[src/rtl/hdr_frame_reader_if.sv]
// Signal bundle between the frame reader, the SDRAM read port and the display pixel port.
// slave is the reader's view; master is the view of whatever drives it.
interface hdr_frame_reader_if;
    logic         frame_start;
    logic         hdr_last_frame;
    logic         ram_busy;
    logic         rd_req;
    logic [24:0]  rd_address;
    logic         rd_valid;
    logic [127:0] rd_data;
    logic         pix_req;
    logic         pix_valid;
    logic [15:0]  pixel_data;
    logic         frame_done;
    logic         underflow;

    modport slave (
        input  frame_start,
        input  hdr_last_frame,
        input  ram_busy,
        input  rd_valid,
        input  rd_data,
        input  pix_req,
        output rd_req,
        output rd_address,
        output pix_valid,
        output pixel_data,
        output frame_done,
        output underflow
    );

    modport master (
        output frame_start,
        output hdr_last_frame,
        output ram_busy,
        output rd_valid,
        output rd_data,
        output pix_req,
        input  rd_req,
        input  rd_address,
        input  pix_valid,
        input  pixel_data,
        input  frame_done,
        input  underflow
    );
endinterface

[src/rtl/hdr_frame_reader.sv]
// Reads the double-buffered RGB565 frame the tone mapper is not writing, 8 pixels per
// 128-bit SDRAM word, and serves one byte-swapped pixel per display request.
module hdr_frame_reader #(
    parameter logic [24:0] BASE_ADDR   = 25'hE1000,
    parameter int unsigned FRAME_WORDS = 38400,
    parameter int unsigned ADDR_STEP   = 4,
    parameter int unsigned FIFO_DEPTH  = 4
) (
    input  logic             i_clk,
    input  logic             i_rst_n,
    hdr_frame_reader_if.slave bus
);
    localparam int unsigned PTR_W = $clog2(FIFO_DEPTH);
    localparam int unsigned CNT_W = $clog2(FIFO_DEPTH + 1);
    localparam logic [24:0] BUF1_ADDR = BASE_ADDR + 25'(FRAME_WORDS * ADDR_STEP);
    localparam logic [18:0] LAST_PIX  = 19'(FRAME_WORDS * 8 - 1);
    localparam logic [15:0] WORDS_END = 16'(FRAME_WORDS);
    // One slot is kept free for the single outstanding read.
    localparam logic [CNT_W-1:0] ISSUE_MAX = CNT_W'(FIFO_DEPTH - 2);

    typedef enum logic [1:0] {StIdle, StFill, StWait, StDone} state_e;

    state_e             r_state;
    state_e             w_state_next;
    logic [24:0]        r_base;
    logic [15:0]        r_words_req;
    logic [18:0]        r_pix_idx;
    logic               r_stale;
    logic [127:0]       r_mem [FIFO_DEPTH];
    logic [PTR_W-1:0]   r_wr_ptr;
    logic [PTR_W-1:0]   r_rd_ptr;
    logic [CNT_W-1:0]   r_count;
    logic               r_pix_valid;
    logic [15:0]        r_pixel_data;
    logic               r_frame_done;
    logic               r_underflow;

    logic               w_fifo_empty;
    logic               w_in_fetch;
    logic               w_issue;
    logic               w_push;
    logic               w_serve;
    logic               w_starve;
    logic               w_pop;
    logic               w_last;
    logic [24:0]        w_rd_addr;
    logic [127:0]       w_head;
    logic [15:0]        w_pixel;

    assign w_fifo_empty = (r_count == '0);
    assign w_in_fetch   = (r_state == StFill) || (r_state == StWait);

    // A read still in flight from an aborted frame blocks new requests until it returns.
    assign w_issue = (r_state == StFill) && !bus.ram_busy && !r_stale &&
                     (r_count <= ISSUE_MAX) && !bus.frame_start;
    assign w_push  = bus.rd_valid && (r_state == StWait) && !r_stale && !bus.frame_start;

    assign w_serve  = bus.pix_req && !bus.frame_start && (r_state != StIdle) && !w_fifo_empty;
    assign w_starve = bus.pix_req && !bus.frame_start && w_in_fetch && w_fifo_empty;
    assign w_pop    = w_serve && (r_pix_idx[2:0] == 3'd7);
    assign w_last   = w_serve && (r_pix_idx == LAST_PIX);

    assign w_rd_addr = r_base + 25'(r_words_req) * 25'(ADDR_STEP);

    // Each 16-bit lane is stored little-endian; swap bytes to get {R,G,B}.
    assign w_head  = r_mem[r_rd_ptr];
    assign w_pixel = {w_head[{r_pix_idx[2:0], 4'd0} +: 8], w_head[{r_pix_idx[2:0], 4'd8} +: 8]};

    always_comb begin
        w_state_next = r_state;
        case (r_state)
            StIdle: w_state_next = StIdle;
            StFill: if (w_issue) w_state_next = StWait;
            StWait: begin
                if (bus.rd_valid) begin
                    w_state_next = (r_words_req == WORDS_END) ? StDone : StFill;
                end
            end
            StDone: w_state_next = StDone;
            default: w_state_next = StIdle;
        endcase
        if (w_last) w_state_next = StIdle;
        if (bus.frame_start) w_state_next = StFill;
    end

    always_ff @(posedge i_clk) begin
        if (!i_rst_n) begin
            r_state      <= StIdle;
            r_base       <= BASE_ADDR;
            r_words_req  <= '0;
            r_pix_idx    <= '0;
            r_stale      <= 1'b0;
            r_wr_ptr     <= '0;
            r_rd_ptr     <= '0;
            r_count      <= '0;
            r_pix_valid  <= 1'b0;
            r_pixel_data <= '0;
            r_frame_done <= 1'b0;
            r_underflow  <= 1'b0;
        end else begin
            r_state <= w_state_next;
            r_stale <= (r_stale || (bus.frame_start && (r_state == StWait))) && !bus.rd_valid;
            if (bus.frame_start) begin
                r_base      <= bus.hdr_last_frame ? BASE_ADDR : BUF1_ADDR;
                r_words_req <= '0;
                r_pix_idx   <= '0;
                r_wr_ptr    <= '0;
                r_rd_ptr    <= '0;
                r_count     <= '0;
            end else begin
                if (w_issue) r_words_req <= r_words_req + 16'd1;
                if (w_serve) r_pix_idx <= r_pix_idx + 19'd1;
                if (w_push)  r_wr_ptr <= r_wr_ptr + PTR_W'(1);
                if (w_pop)   r_rd_ptr <= r_rd_ptr + PTR_W'(1);
                case ({w_push, w_pop})
                    2'b10:   r_count <= r_count + CNT_W'(1);
                    2'b01:   r_count <= r_count - CNT_W'(1);
                    default: r_count <= r_count;
                endcase
            end
            r_pix_valid  <= bus.pix_req;
            r_pixel_data <= w_serve ? w_pixel : 16'h0000;
            r_frame_done <= w_last;
            if (w_starve) r_underflow <= 1'b1;
        end
    end

    always_ff @(posedge i_clk) begin
        if (w_push) r_mem[r_wr_ptr] <= bus.rd_data;
    end

    assign bus.rd_req     = w_issue;
    assign bus.rd_address = w_rd_addr;
    assign bus.pix_valid  = r_pix_valid;
    assign bus.pixel_data = r_pixel_data;
    assign bus.frame_done = r_frame_done;
    assign bus.underflow  = r_underflow;
endmodule
[src/flat_wrapper.sv]
// flat-port wrapper written by rule: the top's interface ports become plain ports
module hdr_frame_reader_flat 
#(
    parameter logic [24:0] BASE_ADDR   = 25'hE1000,
    parameter int unsigned FRAME_WORDS = 38400,
    parameter int unsigned ADDR_STEP   = 4,
    parameter int unsigned FIFO_DEPTH  = 4
)
  (i_clk, i_rst_n, bus_frame_start, bus_hdr_last_frame, bus_ram_busy, bus_rd_valid, bus_rd_data, bus_pix_req, bus_rd_req, bus_rd_address, bus_pix_valid, bus_pixel_data, bus_frame_done, bus_underflow);
  hdr_frame_reader_if bus_i ();
  input  logic i_clk;
  input  logic i_rst_n;
  input wire logic [$bits(bus_i.frame_start)-1:0] bus_frame_start;
  input wire logic [$bits(bus_i.hdr_last_frame)-1:0] bus_hdr_last_frame;
  input wire logic [$bits(bus_i.ram_busy)-1:0] bus_ram_busy;
  input wire logic [$bits(bus_i.rd_valid)-1:0] bus_rd_valid;
  input wire logic [$bits(bus_i.rd_data)-1:0] bus_rd_data;
  input wire logic [$bits(bus_i.pix_req)-1:0] bus_pix_req;
  output wire logic [$bits(bus_i.rd_req)-1:0] bus_rd_req;
  output wire logic [$bits(bus_i.rd_address)-1:0] bus_rd_address;
  output wire logic [$bits(bus_i.pix_valid)-1:0] bus_pix_valid;
  output wire logic [$bits(bus_i.pixel_data)-1:0] bus_pixel_data;
  output wire logic [$bits(bus_i.frame_done)-1:0] bus_frame_done;
  output wire logic [$bits(bus_i.underflow)-1:0] bus_underflow;
  assign bus_i.frame_start = bus_frame_start;
  assign bus_i.hdr_last_frame = bus_hdr_last_frame;
  assign bus_i.ram_busy = bus_ram_busy;
  assign bus_i.rd_valid = bus_rd_valid;
  assign bus_i.rd_data = bus_rd_data;
  assign bus_i.pix_req = bus_pix_req;
  assign bus_rd_req = bus_i.rd_req;
  assign bus_rd_address = bus_i.rd_address;
  assign bus_pix_valid = bus_i.pix_valid;
  assign bus_pixel_data = bus_i.pixel_data;
  assign bus_frame_done = bus_i.frame_done;
  assign bus_underflow = bus_i.underflow;
  hdr_frame_reader #(.BASE_ADDR(BASE_ADDR), .FRAME_WORDS(FRAME_WORDS), .ADDR_STEP(ADDR_STEP), .FIFO_DEPTH(FIFO_DEPTH)) u_core (.i_clk(i_clk), .i_rst_n(i_rst_n), .bus(bus_i));
endmodule
[config.mk]
export PLATFORM = sky130hd
export DESIGN_NAME = hdr_frame_reader_flat
export DESIGN_NICKNAME = d
export VERILOG_FILES = /design/src/rtl/hdr_frame_reader_if.sv /design/src/rtl/hdr_frame_reader.sv /design/src/flat_wrapper.sv
export SDC_FILE = /design/constraint.sdc
export NUM_CORES = 1
export LEC_CHECK = 0
export ABC_AREA = 0
export CORE_MARGIN = 3
export CORE_UTILIZATION = 50
export CTS_CLUSTER_DIAMETER = 120
export DETAILED_ROUTE_END_ITERATION = 7
export DONT_BUFFER_PORTS = 1
export PLACE_DENSITY = 0.68
export SYNTH_ARGS = -nofsm -noshare
export SYNTH_HDL_FRONTEND = slang
export SYNTH_SLANG_ARGS = --single-unit
[constraint.sdc]
create_clock -name i_clk -period 6.4 [get_ports i_clk]
set_input_delay 0.96 -clock i_clk [delete_from_list [all_inputs] [get_ports i_clk]]
set_output_delay 0.96 -clock i_clk [all_outputs]
set_load 0.01 [all_outputs]
### Word level (Yosys, flattened, before mapping)

Memories as Yosys holds them, arrays and structs flattened. A register that Yosys moved wholly into a read port is not among the register bits.
Index checks and enable logic that the tools add are counted.

* input bits: 135
* flip-flop bits (word level): 89
* word-level logic and storage cells: 81
* bits in writable memories: 512
* memories kept: 1
* output and inout port bits: 45

* equal/unequal tests: 12
* multiplexer cells: 12
* magnitude comparators: 1
* shift operators: 2
* bitwise operators: 1
* add/subtract/negate cells: 7
* reductions and logical operators: 32

Memory list
* u_core.r_mem: depth 4, bits a word 128, rd ports 1, clocked after Yosys merged registers in 1, write ports 1, RTL line hdr_frame_reader.sv:29 `logic [127:0] r_mem [FIFO_DEPTH];`

Operator list (number)
* variable part select 128 x 8 -> 8 bit: 2
* adder 25 x 18 -> 25 bit: 1
* two-way mux 21 bit: 1
* adder 19 x 1 -> 19 bit (second input constant): 1
* equality test 19 bit (second input constant): 1
* adder 16 x 1 -> 16 bit (second input constant): 1
* equality test 16 bit (second input constant): 1
* logical AND 1 bit: 16
* two-way mux 2 bit: 5
* != test 4 x 3 -> 1 bit (second input constant): 2
* case mux 2 bit (4 select lines): 1
* equality test 2 bit (second input constant): 3
* case mux 3 bit (2 select lines): 1
* AND reduction 2 bit: 3
* logical NOT 1 bit: 5
* adder 2 x 1 -> 2 bit (second input constant): 2
* equality test 2 x 1 -> 1 bit (second input constant): 2
* two-way mux 1 bit: 4
* != test 2 bit (second input constant): 2
* nonzero test 2 bit: 2
* adder 3 x 1 -> 3 bit (second input constant): 1
* equality test 3 bit (second input constant): 1
* less-or-equal comparator 3 x 2 -> 1 bit (second input constant): 1
* logical NOT 3 bit: 1
* 6 further kinds: 7

### Logic depth before layout (Yosys ltp)

* depth in word-level cells: 9
* gate-level depth with buffers: 11
* mapped depth without buffers: 11

### Least setup slack after synthesis

Ideal clock, no wire load.

* path type: input port to flip-flop
* start: in bus_frame_start
* end: mem u_core.r_mem[1][0], enable pin
* stages: 3
* setup time: 502 ps
* slack: 1304 ps
* data required time: 5898 ps
* data arrival time: 4594 ps
* path buffers: 1
* cell sequence: buf_6 -> nor3_1 -> and2_1

* cells in the longest elaborated chain, start to end: 4

Ends and longest elaborated chain
* from (decl): RTL line flat_wrapper.sv:13 `input wire logic [$bits(bus_i.frame_start)-1:0] bus_frame_start;`
* logical NOT 1 bit: RTL line hdr_frame_reader.sv:56 `assign w_push = bus.rd_valid && (r_state == StWait) && !r_stale && !bus.frame_start;`
* logical AND 1 bit: RTL line hdr_frame_reader.sv:56
* two-way mux 1 bit: RTL line hdr_frame_reader.sv:129 `if (w_push) r_mem[r_wr_ptr] <= bus.rd_data;`
* two-way mux 1 bit (not written as such): RTL line hdr_frame_reader.sv:129
* to (decl): RTL line hdr_frame_reader.sv:29

Every way passes these cells.

### Worst setup path in the final report

* start: reg u_core.r_state[0]
* end: mem u_core.r_mem[2][15], enable pin

* cells in the longest elaborated chain, start to end: 6

Ends and longest elaborated chain
* from (decl): RTL line hdr_frame_reader.sv:23 `state_e r_state;`
* from (signal assigned): RTL line hdr_frame_reader.sv:88 `r_state <= StIdle;`
* from (signal assigned): RTL line hdr_frame_reader.sv:101 `r_state <= w_state_next;`
* equality test 2 bit: RTL line hdr_frame_reader.sv:56
* logical AND 1 bit (3 in a row): RTL line hdr_frame_reader.sv:56
* two-way mux 1 bit: RTL line hdr_frame_reader.sv:129
* two-way mux 1 bit (not written as such): RTL line hdr_frame_reader.sv:129

Every way passes these cells.

==> run metrics <==
combinational share of power=less than 1%; GR Overflow Total=0; slack of the critical path=2.79 ns; PD cells=300 mW/mm2; min Tclk post-route=around 3.6 ns; mapped cell area=0.0226 mm2; Setup Buffers After CTS=0; initial antenna violation count=1; Via density=between 5 and 6; Hold Path Class=input pin to register; RSZ-0062 raised after global routing=false; cell taking the most area after synthesis=edfxtp_1; Layout fillers=approximately 3300; CTS tree=done; max cap viols=0; Max Freq=roughly 280 MHz; H-tree Lvls=2; fin cells=approximately 1900; synth-to-layout area growth=10.9%; Max Root-Sink Buffers=3; setup tns final=0 ns; Netlist cell types=50; most frequent cells after synthesis=512 x edfxtp_1, 110 x mux2i_1, 82 x mux4_2; Worst EP required=6.63 ns; largest net degree at the start of global routing=about 130; worst-skew pair later-pin latency=approximately 0.60 ns; Cell Int Power=between 0.006 and 0.007 W; Sink Count=580; CTS buffer count=57; Reg power frac=a little over half; placed insts=~1800; Max Slew Vio Count=0; Ys Warns=0; Fin Clk Skew=0.0152 ns; Slew HR=roughly 7.7%; Clock Power Share=44.5%; share of cells above drive strength 1=between 10% and 20%; # DRC=0; WL final=47900 um; GRT Total Usage=around a fifth; Area contributors post-synth=edfxtp_1 68%, mux4_2 8.2%, dfxtp_1 6.0%; Setup WS pre-CTS=2.58 ns; status=completed; initial core utilization=roughly half; die footprint=roughly 0.048 mm2; FP Rows=77; post_cts resized=0; Clock Pin Slew Worst Setup and Hold Paths=0.06 ns; first-pass GRT wire length=a little over 70000 um; per-instance average area after synthesis=about 18 um2; via count=11100; GP Congestion=between 0.8 and 0.9; Startpoint Class=register; FF+latch count, synth=580; nets@finish=approximately 1400; Yosys top cell area share=68.0%; FFs w/ async S/R, synth=0%; maximum vdd drop=0.000226 V; ys flop type=edfxtp_1; Seq/Total Area, Yosys=between 70% and 80%; Leak Pwr=approximately 7.6 nW; IO Pins=between 150 and 200; cell count after synthesis=between 1000 and 1500; CP Class=register to register; antenna-violating nets left=0; total power=0.00752 W; critical path peak fanout=68; vias in the first global route=11200; most frequent cell after synthesis=edfxtp_1; final period utilization=56.4%; Die Wd=roughly 220 um; Routed wire per std cell=about 25 um; cell chosen for the clock root=clkbuf_16; Port Buffers=0; Core Region=approximately 0.044 mm2; CTS Hold Bufs=0; final setup vio count=0; DP HPWL=30200 um; Sw Ratio=18.6%; First-pass DRT Iterations=5; critical path endpoint category=register; P_sw=roughly 0.0014 W; 1st-iter DRT viols=roughly 870; Data arrival, critical path=3.84 ns; Post-synth EDFFs=512; worst slew pin tran=around 1.3 ns; die height=~220 um; Hold Fails Final Rpt=0
[area by class of cell]
class	count	area [um2]	share of cell area (%)
inverters	22	82.6	0.329
multi-input cells	558	5420	21.6
clock buffers	75	1590	6.32
well taps	592	741	2.95
clock inverters	33	319	1.27
diodes	1	2.50	0.00998
flip-flops and latches	580	16700	66.8
repair buffers	23	193	0.768
[worst max-delay path, cell delays in order (launching register included)]
cell	delay [ns]
dfxtp_1	0.36
inv_1	0.10
ha_1	0.24
nand2_1	0.08
nor3_1	0.84
and2_4	1.01
buf_4	0.56
[sequential cells by signal, summed over array words and instances (netlist names), named ones only]
register / cells
u_core.bus.pixel_data: 16
u_core.r_pix_idx: 19
u_core.r_state: 2
u_core.r_mem: 512
u_core.r_wr_ptr: 2
u_core.r_words_req: 16
u_core.r_base: 2
u_core.r_stale: 1
u_core.r_count: 3
u_core.bus.pix_valid: 1
u_core.bus.frame_done: 1
u_core.bus.underflow: 1
u_core.r_rd_ptr: 2
[worst paths after layout]
check,endpoint,start,slack [ns],cells after the start
hold reg to reg,u_core.r_pix_idx[11]$_SDFFE_PP0P_,u_core.r_pix_idx[11]$_SDFFE_PP0P_,0.52,2
setup reg to reg,u_core.r_mem[2][15]$_DFFE_PP_,u_core.r_state[0]$_SDFFE_PN0P_,2.79,6
setup / recovery,u_core.r_mem[2][15]$_DFFE_PP_,u_core.r_state[0]$_SDFFE_PN0P_,2.79,6
hold / removal,u_core.r_stale$_SDFF_PN0_,bus_rd_valid,0.44,1
[per-stage QoR]
step | cell area (um2) | hold WS, ns | util (%)
3_3_place_gp | 23200 | 0.493 | 52.2
2_1_floorplan | 22600 | 0.472 | -
3_5_place_dp | 23200 | 0.502 | 52.2
5_1_grt | 25100 | 0.411 | 56.5
4_1_cts | 25100 | 0.394 | 56.5
6_report | 25100 | 0.440 | 56.5
[metal layers]
layer / up-vias / part of all wire, % / GRT usage, %
li1: 4953 / - / -
met1: 5723 / 41 / 27.6
met2: 347 / 47 / 30.8
met3: 80 / 8.4 / 6.20
met4: 0 / 3.4 / 7.60
met5: - / 0 / 0
[kinds of logic after synthesis]
group / Yosys count / synth area share [%]
flip-flops: 580 / 74.0
multiplexers: 192 / 13.0
AND/OR/NAND/NOR: 156 / 3.65
AO/OA/AOI/OAI: 145 / 4.35
buffers and inverters: 95 / 2.22
XOR/XNOR: 39 / 1.51
adder cells (fa/ha/maj): 21 / 1.23
other: 1 / 0.0166
[power groups by stage]
stage	Clock [W]	Sequential [W]	Combinational, W
after detailed placement	0	0.00421	0.0000440
after floorplan	0	0.00421	0.0000369
after CTS	0.00341	0.00413	0.0000444
after global routing	0.00357	0.00413	0.0000489
final	0.00335	0.00413	0.0000440
after global placement	0	0.00421	0.0000433
[placed cells by master, fill, tap and decap left out, types with 20 or more instances in the layout]
cell and instances:
a21oi_1 33, clkbuf_16 59, dfxtp_1 65, edfxtp_1 512, inv_1 21, mux2i_1 110, mux4_2 82, nand2_1 25
nor2_1 56, o21ai_0 25, xor2_1 20
Note: power is estimated with default switching activity, not from simulation.
==> RTL edit, RTL diff (same flow settings) <==
Compare `r_pix_idx` against `LAST_PIX` with >= in place of ==.
--- a/src/rtl/hdr_frame_reader.sv
+++ b/src/rtl/hdr_frame_reader.sv
@@ -58,7 +58,7 @@
     assign w_serve  = bus.pix_req && !bus.frame_start && (r_state != StIdle) && !w_fifo_empty;
     assign w_starve = bus.pix_req && !bus.frame_start && w_in_fetch && w_fifo_empty;
     assign w_pop    = w_serve && (r_pix_idx[2:0] == 3'd7);
-    assign w_last   = w_serve && (r_pix_idx == LAST_PIX);
+    assign w_last   = w_serve && (r_pix_idx >= LAST_PIX);
 
     assign w_rd_addr = r_base + 25'(r_words_req) * 25'(ADDR_STEP);
 
Formal check against the unedited RTL: no difference found for any inputs over 4 cycles, from zero or initial values and one cycle with i_rst_n low; that may be too few to reach the edited logic, so the function may still have changed.
==> RTL edit against the unedited design <==
- total power decreased by 0.78%
- sequential cell count unchanged
- routed wire length fell by 2.4%
- via count shrank 2.3%
- register-to-register slack improved by 0.41 ns
- non-clock buffer count fell by 5
- clock power down 2%
- worst setup slack better by 0.083 ns
- global-route usage shrank 0.46 points
- critical path depth up 1
- cell area up 0.61%
- synthesized area up 1.2%
- critical path type is now flip-flop to output pin
- highest routed layer unchanged
==> RTL edit: results <==
[finish]
finalNetCount = 1371
multi_input_area_share_pct = 22.36
nClkBuffers = 80
fillCellCount = 3336
register_area_um2 = 16750
buf_share_pct = 0.6842
clkCellAreaFrac_pct = 7.372

[placement]
place_hpwl_um = 29820
place_congestion = 0.7461
dp.cells = 1747
post-place-ws_ns = 3.120

[global_route]
use_met3_pct = 7.033
grt_use_met1_pct = 26.23
use_met2_pct = 29.96
grt_pass1_wl_um = 70610
grt_max_degree = 70

[run_status]
status = finished clean

[worst_setup_path]
reg2reg_to = u_core.bus.pixel_data[1]
r2r_setup_slack_ns = 3.20
crit_path_top_delay_cell = fa_1
max_stage_delay_ns = 0.41
cp.arrival_ns = 2.56
reg2reg_depth = 5
crit_fanout = 6

[route]
drt-initial-drc-count = 899
drtPass1Iterations = 4
routed-wl-met2_um = 21930
wl_per_cell_um = 25.23
drt-met1-wl_um = 18820
met3_length_um = 4344
num_vias = 10849
avgViaCountPerCell = 5.855

[synth]
synth.area.mux_share_pct = 14.15
postSynthCellCount = 1206
synth_area_leaders = edfxtp_1 (67%), mux4_2 (11%), dfxtp_1 (5.9%), mux2_2 (1.3%), mux2i_1 (1.3%)
synth_adder_area_share_pct = 1.268
synth.yosys.seq_area_share_pct = 73.09
synth-compound-area-share_pct = 3.585
synth.top_cells.by_count = edfxtp_1 (512), mux4_2 (112), dfxtp_1 (68)

[power_and_ir_drop]
switching_share_pct = 18.67

[sta]
fin_skew_ns = 0.01468
holdWs_ns = 0.4377
RTL edit: cell count changes after synthesis, moves of 13 or more:
| cell | unedited run | this run |
|---|---|---|
| a22oi_1 | 1 | 27 |
| mux2_2 | 0 | 27 |
| o221ai_1 | 15 | 0 |
| nor3_1 | 6 | 21 |
| o21ai_0 | 25 | 8 |
| xnor2_1 | 19 | 32 |
| mux2i_1 | 110 | 29 |
| o22ai_1 | 17 | 0 |
| a221oi_1 | 15 | 0 |
| mux4_2 | 82 | 112 |
RTL edit: cell families (layout without fill, tap and decap cells):
logic type | Yosys count | in the layout
adder cells (fa/ha/maj) | 22 | 22
other | 1 | 6
AND/OR/NAND/NOR | 177 | 177
XOR/XNOR | 42 | 42
multiplexers | 179 | 179
flip-flops | 580 | 580
AO/OA/AOI/OAI | 113 | 113
buffers and inverters | 92 | 142
RTL edit: metrics by stage:
stage,cell area [um2],power [mW]
after floorplan,22910,4.254
after global placement,23370,4.261
after detailed placement,23370,4.263
after CTS,25240,7.524
after global routing,25240,7.686
final,25240,7.462
RTL edit: power by group through the flow:
| stage | sequential [mW] | clock (mW) | combinational, mW |
|---|---|---|---|
| floorplan | 4.21 | 0 | 0.0425 |
| global placement | 4.21 | 0 | 0.0500 |
| detailed placement | 4.21 | 0 | 0.0508 |
| CTS | 4.13 | 3.34 | 0.0513 |
| global route | 4.13 | 3.50 | 0.0563 |
| finish | 4.13 | 3.28 | 0.0505 |
RTL edit: worst max path at each step:
stage	endpoint	depth (start not counted)	slack, ns
floorplan	u_core.r_mem[1][0]	3	1.25
global placement	u_core.bus.pixel_data[1]	5	3.07
global route	bus_rd_address[19]	7	2.74
finish	bus_rd_address[19]	7	2.88
detailed placement	u_core.bus.pixel_data[1]	5	3.12
CTS	bus_rd_address[19]	7	2.81
